<file path="config.mk">
export PLATFORM = sky130hd
export DESIGN_NAME = sd_pulse_quantizer
export DESIGN_NICKNAME = d
export VERILOG_FILES = /design/src/rtl/sd_pulse_quantizer.sv
export SDC_FILE = /design/constraint.sdc
export NUM_CORES = 1
export LEC_CHECK = 0
export BUFFER_PORTS_ARGS = -buffer_cell sky130_fd_sc_hd__clkbuf_2
export CAP_MARGIN = 20
export CORE_MARGIN = 2
export CORE_UTILIZATION = 60
export CTS_CLUSTER_DIAMETER = 60
export CTS_CLUSTER_SIZE = 30
export DETAILED_ROUTE_END_ITERATION = 7
export PLACE_DENSITY = 0.83
export SLEW_MARGIN = 25
export SYNTH_ARGS = -nofsm -noshare
export SYNTH_HDL_FRONTEND = slang
export SYNTH_SLANG_ARGS = --single-unit
</file>
<file path="constraint.sdc">
create_clock -name clk -period 5.35 [get_ports clk]
set_input_delay 1.07 -clock clk [delete_from_list [all_inputs] [get_ports clk]]
set_output_delay 1.07 -clock clk [all_outputs]
set_load 0.01 [all_outputs]
</file>
<file path="src/rtl/sd_pulse_quantizer.sv">
`default_nettype none
// +--------------------------------------------------------------------------+
// | Module      : sd_pulse_quantizer                                         |
// | Description : SDFP loop output stage. Quantizes the signed loop-filter   |
// |               sum into mutually exclusive P/Q leg commands, with a       |
// |               minimum on-time per pulse and a dead time on every leg     |
// |               turn-off.                                                  |
// | Revision    : 1.0 - initial release                                      |
// +--------------------------------------------------------------------------+
module sd_pulse_quantizer #(
    parameter int IN_WIDTH  = 16,
    parameter int TH_HI     = 256,
    parameter int TH_LO     = -256,
    parameter int MIN_ON    = 4,
    parameter int DEAD_CYC  = 8,
    parameter int CNT_WIDTH = 8
) (
    input  logic                clk,
    input  logic                reset,
    input  logic                sample_en,
    input  logic [IN_WIDTH-1:0] loop_in,
    output logic                out_P,
    output logic                out_Q,
    output logic                busy
);

    typedef enum logic [1:0] {
        ST_IDLE = 2'd0,
        ST_P_ON = 2'd1,
        ST_Q_ON = 2'd2,
        ST_DEAD = 2'd3
    } state_t;

    typedef enum logic [1:0] {
        REQ_NONE = 2'd0,
        REQ_P    = 2'd1,
        REQ_Q    = 2'd2
    } req_t;

    // Thresholds are narrowed to the input width so the compare is a plain
    // signed compare of equal-width operands.
    localparam logic signed [IN_WIDTH-1:0]  c_th_hi    = IN_WIDTH'(TH_HI);
    localparam logic signed [IN_WIDTH-1:0]  c_th_lo    = IN_WIDTH'(TH_LO);
    localparam logic        [CNT_WIDTH-1:0] c_on_max   = CNT_WIDTH'(MIN_ON - 1);
    localparam logic        [CNT_WIDTH-1:0] c_dead_max = CNT_WIDTH'(DEAD_CYC - 1);
    localparam logic        [CNT_WIDTH-1:0] c_cnt_one  = CNT_WIDTH'(1);
    localparam logic        [CNT_WIDTH-1:0] c_cnt_zero = '0;

    state_t                 r_state;
    req_t                   r_target;
    logic [CNT_WIDTH-1:0]   r_on_cnt;
    logic [CNT_WIDTH-1:0]   r_dead_cnt;
    logic                   r_out_p;
    logic                   r_out_q;
    logic                   r_busy;

    logic signed [IN_WIDTH-1:0] w_loop_s;
    req_t                   w_req;
    req_t                   w_own;
    state_t                 w_state_nxt;
    req_t                   w_target_nxt;
    logic [CNT_WIDTH-1:0]   w_on_nxt;
    logic [CNT_WIDTH-1:0]   w_dead_nxt;

    assign w_loop_s = $signed(loop_in);

    // Quantizer decision: P above the high threshold, Q below the low one.
    always_comb begin
        w_req = REQ_NONE;
        if (w_loop_s >= c_th_hi) begin
            w_req = REQ_P;
        end else if (w_loop_s <= c_th_lo) begin
            w_req = REQ_Q;
        end
    end

    // Next-state logic; counters hold unless explicitly advanced.
    always_comb begin
        w_state_nxt  = r_state;
        w_target_nxt = r_target;
        w_on_nxt     = r_on_cnt;
        w_dead_nxt   = r_dead_cnt;
        w_own        = (r_state == ST_P_ON) ? REQ_P : REQ_Q;
        case (r_state)
            ST_IDLE: begin
                if (sample_en && (w_req == REQ_P)) begin
                    w_state_nxt = ST_P_ON;
                    w_on_nxt    = c_cnt_zero;
                end else if (sample_en && (w_req == REQ_Q)) begin
                    w_state_nxt = ST_Q_ON;
                    w_on_nxt    = c_cnt_zero;
                end
            end
            ST_P_ON, ST_Q_ON: begin
                if (sample_en) begin
                    if (r_on_cnt < c_on_max) begin
                        // Still inside the minimum on-time: decision ignored.
                        w_on_nxt = r_on_cnt + c_cnt_one;
                    end else if (w_req != w_own) begin
                        // Leg turns off; the request (NONE or the opposite
                        // leg) becomes what follows the dead time.
                        w_state_nxt  = ST_DEAD;
                        w_target_nxt = w_req;
                        w_dead_nxt   = c_dead_max;
                    end
                end
            end
            ST_DEAD: begin
                // Dead time runs on clk, independent of sample_en.
                if (r_dead_cnt == c_cnt_zero) begin
                    w_on_nxt = c_cnt_zero;
                    case (r_target)
                        REQ_P:   w_state_nxt = ST_P_ON;
                        REQ_Q:   w_state_nxt = ST_Q_ON;
                        default: w_state_nxt = ST_IDLE;
                    endcase
                end else begin
                    w_dead_nxt = r_dead_cnt - c_cnt_one;
                end
            end
            default: begin
                w_state_nxt = ST_IDLE;
            end
        endcase
    end

    // State, counters and output registers; reset forces a full dead time.
    always_ff @(posedge clk) begin
        if (reset) begin
            r_state    <= ST_DEAD;
            r_target   <= REQ_NONE;
            r_on_cnt   <= c_cnt_zero;
            r_dead_cnt <= c_dead_max;
            r_out_p    <= 1'b0;
            r_out_q    <= 1'b0;
            r_busy     <= 1'b1;
        end else begin
            r_state    <= w_state_nxt;
            r_target   <= w_target_nxt;
            r_on_cnt   <= w_on_nxt;
            r_dead_cnt <= w_dead_nxt;
            r_out_p    <= (w_state_nxt == ST_P_ON);
            r_out_q    <= (w_state_nxt == ST_Q_ON);
            r_busy     <= (w_state_nxt != ST_IDLE);
        end
    end

    assign out_P = r_out_p;
    assign out_Q = r_out_q;
    assign busy  = r_busy;

endmodule
`default_nettype wire

</file>
-- Word level (Yosys, flattened, before mapping)
Index checks and enable logic that the tools add are counted.
- shift operators: 0
- $mul: 0
- bitwise gates (word level): 1
- add/sub/neg operators: 2
- divide/modulo/power cells: 0
- equal/unequal tests: 17
- muxes and demuxes: 22
- reduce and logical (&&, ||, !) cells: 10
- magnitude comparators: 3
- operators by type and width (kind ; count):
    $mux 8 ; 9
    $pmux 8 s3 ; 1
    $mux 2 ; 9
    $ge 16x10->1 const B ; 1
    $le 16x9->1 const B ; 1
    $pmux 8 s2 ; 1
    $ne 2x2->1 const B ; 6
    $eq 2x2->1 const B ; 5
    $add 8x1->8 const B ; 1
    $eq 2x1->1 const B ; 4
    $logic_not 8->1 ; 1
    $lt 8x2->1 const B ; 1
    $reduce_and 4->1 ; 2
    $sub 8x1->8 const B ; 1
    $pmux 2 s3 ; 1
    $reduce_and 5->1 ; 1
    $pmux 2 s2 ; 1
    $reduce_bool 2->1 ; 2
    $ne 3x3->1 const B ; 1
    $logic_and 1x1->1 ; 2
    $logic_not 2->1 ; 1
    $ne 2x2->1 ; 1
    $reduce_or 2->1 ; 1
    $not 1->1 ; 1
- RAM bits: 0
- bits of input ports: 19
- latch bits: 0
- logic and storage cells: 62
- bits in read-only memories: 0
- register bits: 23
- output and inout port bits: 3
- memories: 0

-- Logic depth before layout (Yosys ltp)
Gate-level depths: netlist of the first run.
- depth in word-level cells: 9
- depth in mapped cells: 9
- gate-level depth less buffers: 7

-- Worst setup path before layout of the first run
No wires, ideal clock.
- path kind: input to register
- start: input loop_in[9]
- end: register r_out_p (netlist: out_P)
- required time: 5233 ps
- cell stages on the path: 6
- library setup time: 117 ps
- arrival time: 2334 ps
- path slack: 2899 ps
- path buffers: 1
- cell sequence: nand4_1 a211o_1 buf_6 a211o_2 a31o_1 and4_2
- longest elaborated chain between the ends: 9
- elaborated cells on any way between the ends: 16
- those cells by class: order compare (2); eq/ne (4); mux (8); reduce/logical (2)
- ends and longest elaborated chain (element ; line ; source):
    start: declaration ; 21 ; input logic [IN_WIDTH-1:0] loop_in,
    $le 16x9->1 ; 72 ; end else if (w_loop_s <= c_th_lo) begin
    $mux 2 ; 72 ;
    $mux 2 (*) ; 70 ; if (w_loop_s >= c_th_hi) begin
    $ne 2x2->1 / $eq 2x2->1 (equally long branches) ; 99, 89 ;
    $mux 2 / $logic_and 1x1->1 (equally long branches) ; 99, 89 ;
    $mux 2, on equally long branches ; 96, 89 ;
    $mux 2, on equally long branches ; 95, 86 ;
    $pmux 2 s3 (*) ; 84 ; case (r_state)
    $eq 2x1->1 (*) ; 142 ; r_out_p <= (w_state_nxt == ST_P_ON);
    end signal: assignment ; 142 ;
    end: declaration ; 53 ; logic r_out_p;
Mark *: on every way between the ends. The rest lies on a longest branch, timed or not.
A chain may end at the register's enable or synchronous reset.

-- Final worst setup path of the first run
- start: register r_state[0]
- end: register r_dead_cnt[4]
- longest elaborated chain between the ends: 5
- elaborated cells on any way between the ends: 13
- those cells by class: eq/ne (8); mux (2); reduce/logical (3)
- ends and longest elaborated chain (element ; line ; source):
    start: declaration ; 49 ; state_t r_state;
    start signal: assignment ; 138 ; r_state <= w_state_nxt;
    $eq 2x1->1 ; 83, 84 ;
    $mux 2 ; 83 ; w_own = (r_state == ST_P_ON) ? REQ_P : REQ_Q;
    $ne 2x2->1 ; 99 ; end else if (w_req != w_own) begin
    $ne 2x2->1 (no source line) ; -- ;
    $reduce_and 5->1 (no source line) ; -- ;
    end signal: assignment ; 133 ; r_dead_cnt <= c_dead_max;
    end signal: assignment ; 141 ; r_dead_cnt <= w_dead_nxt;
    end: declaration ; 52 ; logic [CNT_WIDTH-1:0] r_dead_cnt;
Several ways; a longest one is shown, not always the timed one.

==> reports/metrics.yaml, run 1 <==
p_leak_nw: 0.617
layout_commonest_cell: "dfxtp_1"
drive_above_1_share_pct: 21.2
peakVddDrop_mv: 0.254
core_mm2: 0.00228
r2r_setup_slack_ns: 2.89
crit_arrival_ns: 2.72
min_to: "r_dead_cnt[7]$_SDFFE_PP0P_"
rr_startpoint: "r_state[0]$_SDFF_PP1_"
area_delta_synth_final_pct: 7.63
status: "finished, final reports clean"
cts_resized: 0
syn-cell-area_mm2: 0.00148
synth_ff_type: "dfxtp_1"
overflow: 0
hpwl_um: 2390
crit_chain: "inv_1 > ha_1 > and2_2 > a21bo_2 > o21ai_0 > and4_1 > mux2i_1"
fmax_ghz: 0.407
stdcell_count: 212
rr_endpoint: "r_dead_cnt[4]$_SDFFE_PP0P_"
synth_seq_cells: 23
hold_buffers: 0
via_per_inst: 6.54
layout_common_cells: "dfxtp_1 (23), clkbuf_2 (21), nand3_1 (10), nand2_1 (10), nor3_1 (9)"
fin_crit_sh_pct: 45.9
wl_per_cell_um: 15.3
avgSynthCellArea_um2: 8.83
slew_headroom_pct: 62.0
cp_max_fo: 9
rr_worst_depth: 7
min_period_ns: 2.46
die_x_um: 53.6
path_buf_inv: 1
port_buffers: 21
dpl.cell_count: 208
slowest_stage: "o21ai_0"
path_clk_slew_ns: 0.14
rsz0062_at_grt: "false"
hold_class: "register to register"
cp-start-kind: "register"
cts_sinks: 23
first_pass_iters: 4
setup_violations: 0
p_per_area_mw_per_mm2: 331
max_stage_delay_ns: 0.48
drv_cap: 0
htree_num_levels: 1
cp.required_ns: 5.61
grt_pass1_vias: 1247
cts_inserted_buffers: 3
synthesis.nets: 193
grt_pass1_wl_um: 5610
ant_nets: 0
grt_start_max_net_pins: 22
num_vias: 1386
clockBufferDepth: 2
min_path_cells: 2
die-area_mm2: 0.00287
cts_setup_buffers: 0
final_max_slew_viol_count: 0
cts_tree: "yes"
diodes: 0
holdCritStartpoint: "r_dead_cnt[7]$_SDFFE_PP0P_"
start_util_pct: 64.8
cp_top_family: "compound AO/OA/AOI/OAI gates"
root_buffer: "clkbuf_4"
antenna_found_initial: 0
setup_tns_ns: 0
fin_nets: 211
seq_area_frac_synth_pct: 31.2
track_usage_pct: 26.3
route.detailed.drc: 0
ioPinCount: 22
fillers: 179
syn_inst: 167
place_congestion: 0.866
worstSkewPairLatency_ns: 0.32
hold_viol: 0
routed_wl_um: 3250
async_reset_ff_share_pct: 0
synth_edf_count: 0
std_cell_rows: 17
fin_skew_ns: 0.000980
die_h_um: 53.6
ys_types: 49
synth_warnings: 0
drtIter0Drc: 59
worst-setup-path-type: "register to register"
endpoint_kind: "register"
tightest_slew_ns: 0.565
## cells in the mapped netlist, types with 2 or more instances
| master | count | share of area, % |
|---|---|---|
| inv_1 | 8 | 2.0 |
| nand4_1 | 3 | 1.3 |
| clkbuf_1 | 2 | 0.51 |
| nand3b_1 | 7 | 3.6 |
| a21bo_2 | 2 | 1.4 |
| a2111oi_2 | 2 | 2.0 |
| buf_4 | 2 | 1.0 |
| buf_6 | 2 | 1.5 |
| nor3_1 | 9 | 3.1 |
| o211ai_1 | 2 | 1.0 |
| and3_1 | 4 | 1.7 |
| a32o_1 | 2 | 1.4 |
| nor2_1 | 6 | 1.5 |
| nand3_1 | 10 | 3.4 |
| a211oi_1 | 5 | 2.5 |
| a21oi_1 | 7 | 2.4 |
| and4_1 | 3 | 1.8 |
| o21ai_0 | 4 | 1.4 |
| a31oi_1 | 7 | 3.0 |
| buf_2 | 2 | 0.68 |
| nor4_1 | 5 | 2.1 |
| dfxtp_1 | 23 | 31 |
| ha_1 | 7 | 5.9 |
| mux2i_1 | 7 | 4.7 |
| a21boi_0 | 2 | 1.0 |
| nand2_1 | 10 | 2.5 |
| a32oi_1 | 2 | 1.2 |
## where the power goes
part / leakage (nW) / internal, W / switching [W]
Clock: 0.0177 / 0.0000280 / 0.0000568
Combinational: 0.413 / 0.0000887 / 0.000139
Sequential: 0.187 / 0.000193 / 0.0000203
## registers in the layout, summed over array words and instances (netlist names)
| signal | cells |
|---|---|
| r_on_cnt | 8 |
| r_state | 2 |
| out_P | 1 |
| out_Q | 1 |
| r_dead_cnt | 8 |
| r_target | 2 |
| busy | 1 |
## worst max-delay path by stage
stage                                 endpoint             startpoint  cells past startpoint  slack [ns]
floorplan                     out_P$_SDFF_PP0_             loop_in[9]                      6        2.90
global placement              out_P$_SDFF_PP0_            loop_in[11]                      6        2.66
detailed placement            out_Q$_SDFF_PP0_            loop_in[11]                      6        2.58
CTS                           out_Q$_SDFF_PP0_            loop_in[11]                      6        2.92
global route                  out_Q$_SDFF_PP0_            loop_in[11]                      6        2.67
finish              r_dead_cnt[4]$_SDFFE_PP0P_  r_state[0]$_SDFF_PP1_                      7        2.89
## layout make-up
| cell class | instances | area [um2] | share of cell area [%] |
|---|---|---|---|
| inverter | 8 | 30.0 | 1.89 |
| multi-input combinational | 128 | 930 | 58.6 |
| clock buffer | 3 | 22.5 | 1.42 |
| timing repair buffer | 21 | 105 | 6.62 |
| sequential | 23 | 460 | 29.0 |
| clock inverter | 1 | 5.00 | 0.315 |
| tap | 28 | 35.0 | 2.21 |
## per-stage QoR
stage	hold WS [ns]	setup WS, ns	util (%)	area, um2	total power, W
2_1_floorplan	0.454	2.90	-	1480	0.000387
3_3_place_gp	0.471	2.66	68.6	1560	0.000428
3_5_place_dp	0.484	2.58	68.6	1560	0.000439
4_1_cts	0.503	2.92	69.8	1590	0.000521
5_1_grt	0.527	2.67	69.8	1590	0.000559
6_report	0.500	2.89	69.8	1590	0.000526
## cells by family after synthesis
family | share of synthesized area, %
flops | 31.2
compound gates | 25.7
fa+ha+maj | 5.94
simple gates | 26.6
buf+inv | 5.77
mux | 4.75
## per-layer routing
metal	part of all wire (%)	wire length [um]	vias to the layer above	global-route usage (%)
met5	0	0	-	0
met1	45	1450	650	35.6
met2	49	1590	46	43.0
met4	0.83	27	0	10.3
met3	5.7	185	4	2.78
li1	-	-	686	-
## worst min-delay path, stage by stage, from the launching register on
cell,delay (ns)
dfxtp_1,0.35
nand3_1,0.06
mux2i_1,0.05
(Power assumes the default switching activity.)
==> run 2, diff against run 1 <==
--- a/config.mk
+++ b/config.mk
@@ -8,11 +8,11 @@
 export BUFFER_PORTS_ARGS = -buffer_cell sky130_fd_sc_hd__clkbuf_2
 export CAP_MARGIN = 20
 export CORE_MARGIN = 2
-export CORE_UTILIZATION = 60
+export CORE_UTILIZATION = 51
 export CTS_CLUSTER_DIAMETER = 60
 export CTS_CLUSTER_SIZE = 30
 export DETAILED_ROUTE_END_ITERATION = 7
-export PLACE_DENSITY = 0.83
+export PLACE_DENSITY = 0.75
 export SLEW_MARGIN = 25
 export SYNTH_ARGS = -nofsm -noshare
 export SYNTH_HDL_FRONTEND = slang
==> constraint.sdc (replaced) <==
create_clock -name clk -period 2.2 [get_ports clk]
set_input_delay 0.44 -clock clk [delete_from_list [all_inputs] [get_ports clk]]
set_output_delay 0.44 -clock clk [all_outputs]
set_load 0.01 [all_outputs]
==> reports/metrics.yaml, run 2 (synthesized netlist as in run 1, its figures left out) <==
num_vias: 1411  # was 1386
port_buffers: 21  # unchanged
cts_inserted_buffers: 3  # unchanged
diodes: 0  # unchanged
min_period_ns: 2.11  # was 2.46 ns
status: "finished, final reports clean"  # unchanged
std_cell_rows: 19  # was 17
setup_tns_ns: 0  # unchanged
slew_headroom_pct: 63.5  # was 62.0%
layout_commonest_cell: "dfxtp_1"  # unchanged
area_delta_synth_final_pct: 14.6  # was 7.63%
cp-endpoint: "out_P$_SDFF_PP0_"  # was r_dead_cnt[4]$_SDFFE_PP0P_
track_usage_pct: 21.9  # was 26.3%
overflow: 0  # unchanged
dpl.cell_count: 219  # was 208
reg_top3: "r_dead_cnt x8, r_on_cnt x8"  # unchanged
wl_per_cell_um: 14.8  # was 15.3 um
p_total_w: 0.00136  # was 0.000526 W
start_util_pct: 53.5  # was 64.8%
ioPinCount: 22  # unchanged
crit_chain: "inv_1 > ha_1 > and2_2 > a21bo_2 > a211o_4 > a31o_1 > and4_2"  # was inv_1 > ha_1 > and2_2 > a21bo_2 > o21ai_0 > and4_1 > mux2i_1
finalHoldWorstSlack_ns: 0.475  # was 0.500 ns
max_stage_delay_ns: 0.37  # was 0.48 ns
routed_wl_um: 3310  # was 3250 um
root_buffer: "clkbuf_4"  # unchanged
path_buf_inv: 1  # unchanged
hpwl_um: 2540  # was 2390 um
path_clk_slew_ns: 0.12  # was 0.14 ns
cts_setup_buffers: 0  # unchanged
cp.required_ns: 2.42  # was 5.61 ns
fmax_ghz: 0.474  # was 0.407 GHz
rr_startpoint: "r_state[1]$_SDFF_PP1_"  # was r_state[0]$_SDFF_PP1_
seqPwrFrac_pct: 37.7  # was 40.5%
fin_nets: 219  # was 211
crit_arrival_ns: 2.33  # was 2.72 ns
fin_skew_ns: 0.00252  # was 0.000980 ns
cts_tree: "yes"  # unchanged
cts_sinks: 23  # unchanged
antenna_found_initial: 0  # unchanged
place_congestion: 0.909  # was 0.866
p_leak_nw: 0.667  # was 0.617 nW
die_h_um: 57.8  # was 53.6 um
stdcell_count: 223  # was 212
hold_buffers: 0  # unchanged
worst-setup-path-type: "register to register"  # unchanged
fillers: 228  # was 179
final_max_slew_viol_count: 0  # unchanged
setup_violations: 0  # unchanged
switching_share_pct: 39.5  # was 41.2%
post-route-util_pct: 61.3  # was 69.8%
tightest_slew_ns: 0.547  # was 0.565 ns
die-area_mm2: 0.00334  # was 0.00287 mm2
cp_max_fo: 8  # was 9
critPathLaunch: "r_state[1]$_SDFF_PP1_"  # was r_state[0]$_SDFF_PP1_
p_int_w: 0.000821  # was 0.000310 W
via_per_inst: 6.33  # was 6.54
fin_crit_sh_pct: 95.9  # was 45.9%
die_x_um: 57.8  # was 53.6 um
peakVddDrop_mv: 0.683  # was 0.254 mV
first_pass_iters: 4  # unchanged
endpoint_kind: "register"  # unchanged
pwr-share-comb_pct: 48.0  # was 43.4%
worstSkewPairLatency_ns: 0.31  # was 0.32 ns
rr_endpoint: "out_P$_SDFF_PP0_"  # was r_dead_cnt[4]$_SDFFE_PP0P_
rr_worst_depth: 7  # unchanged
p_per_area_mw_per_mm2: 802  # was 331 mW/mm2
drv_cap: 0  # unchanged
layout_common_cells: "dfxtp_1 (22), clkbuf_2 (21), nand3_1 (10), nand2_1 (10), nor3_1 (9)"  # was dfxtp_1 (23), clkbuf_2 (21), nand3_1 (10), nand2_1 (10), nor3_1 (9)
drive_above_1_share_pct: 27.6  # was 21.2%
cp.depth: 7  # unchanged
drtIter0Drc: 70  # was 59
cp-start-kind: "register"  # unchanged
route.detailed.drc: 0  # unchanged
clockBufferDepth: 2  # unchanged
grt_start_max_net_pins: 22  # unchanged
p_switching_w: 0.000535  # was 0.000217 W
slowest_stage: "a211o_4"  # was o21ai_0
p_clk_share_pct: 14.3  # was 16.1%
cp_top_family: "compound AO/OA/AOI/OAI gates"  # unchanged
grt_pass1_vias: 1411  # was 1247
r2r_setup_slack_ns: 0.09  # was 2.89 ns
grt_pass1_wl_um: 5890  # was 5610 um
htree_num_levels: 1  # unchanged
hold_class: "input pin to register"  # was register to register
core_mm2: 0.00276  # was 0.00228 mm2
ant_nets: 0  # unchanged
hold_viol: 0  # unchanged
-- run 2: cell types whose count changed in the layout (fill, tap and decap cells not counted), sizes merged --
cell,delta
clkinv,-1
clkbuf,+1
buf,+8
-- run 2: worst min path at each step --
stage / start / to / slack, ns / cells past startpoint
2_1_floorplan: r_dead_cnt[7]$_SDFFE_PP0P_ / r_dead_cnt[7]$_SDFFE_PP0P_ / 0.45 / 2
6_report: reset / r_target[0]$_SDFFE_PP0P_ / 0.47 / 2
3_3_place_gp: r_dead_cnt[7]$_SDFFE_PP0P_ / r_dead_cnt[7]$_SDFFE_PP0P_ / 0.47 / 2
4_1_cts: reset / r_on_cnt[6]$_SDFFE_PP0P_ / 0.48 / 2
5_1_grt: reset / r_on_cnt[6]$_SDFFE_PP0P_ / 0.49 / 2
3_5_place_dp: r_dead_cnt[7]$_SDFFE_PP0P_ / r_dead_cnt[7]$_SDFFE_PP0P_ / 0.48 / 2
-- run 2: repair_timing --
item	CTS	global route
endpoints found under the hold margin	0	0
endpoints found under the setup margin	0	11
resized for setup	0	9
-- run 2: final cells by class --
| cell class | count | area, um2 | area share, % |
|---|---|---|---|
| tap | 31 | 38.8 | 2.29 |
| clock buffer | 4 | 26.3 | 1.55 |
| sequential | 23 | 462 | 27.3 |
| inverter | 8 | 30.0 | 1.78 |
| multi-input combinational | 128 | 968 | 57.3 |
| timing repair buffer | 29 | 165 | 9.77 |
-- run 2: power groups by stage --
stage | Combinational [W] | Clock (W) | Sequential (W)
after global placement | 0.000598 | 0 | 0.000516
after CTS | 0.000627 | 0.000199 | 0.000509
after global routing | 0.000717 | 0.000216 | 0.000518
after floorplan | 0.000422 | 0 | 0.000519
final | 0.000651 | 0.000195 | 0.000511
after detailed placement | 0.000620 | 0 | 0.000516
-- run 2: through the flow --
step	worst slack (ns)	cell area (um2)
global route	-0.0207	1690
detailed placement	0.0904	1620
global placement	0.162	1620
finish	0.0892	1690
CTS	0.0280	1650
floorplan	0.0681	1480
-- run 2: layer usage --
layer	global-route usage (%)	wire, um	up-vias
li1	-	-	704
met1	28.0	1480	662
met2	37.3	1630	36
met5	0	0	-
met3	2.23	132	9
met4	9.63	66	0
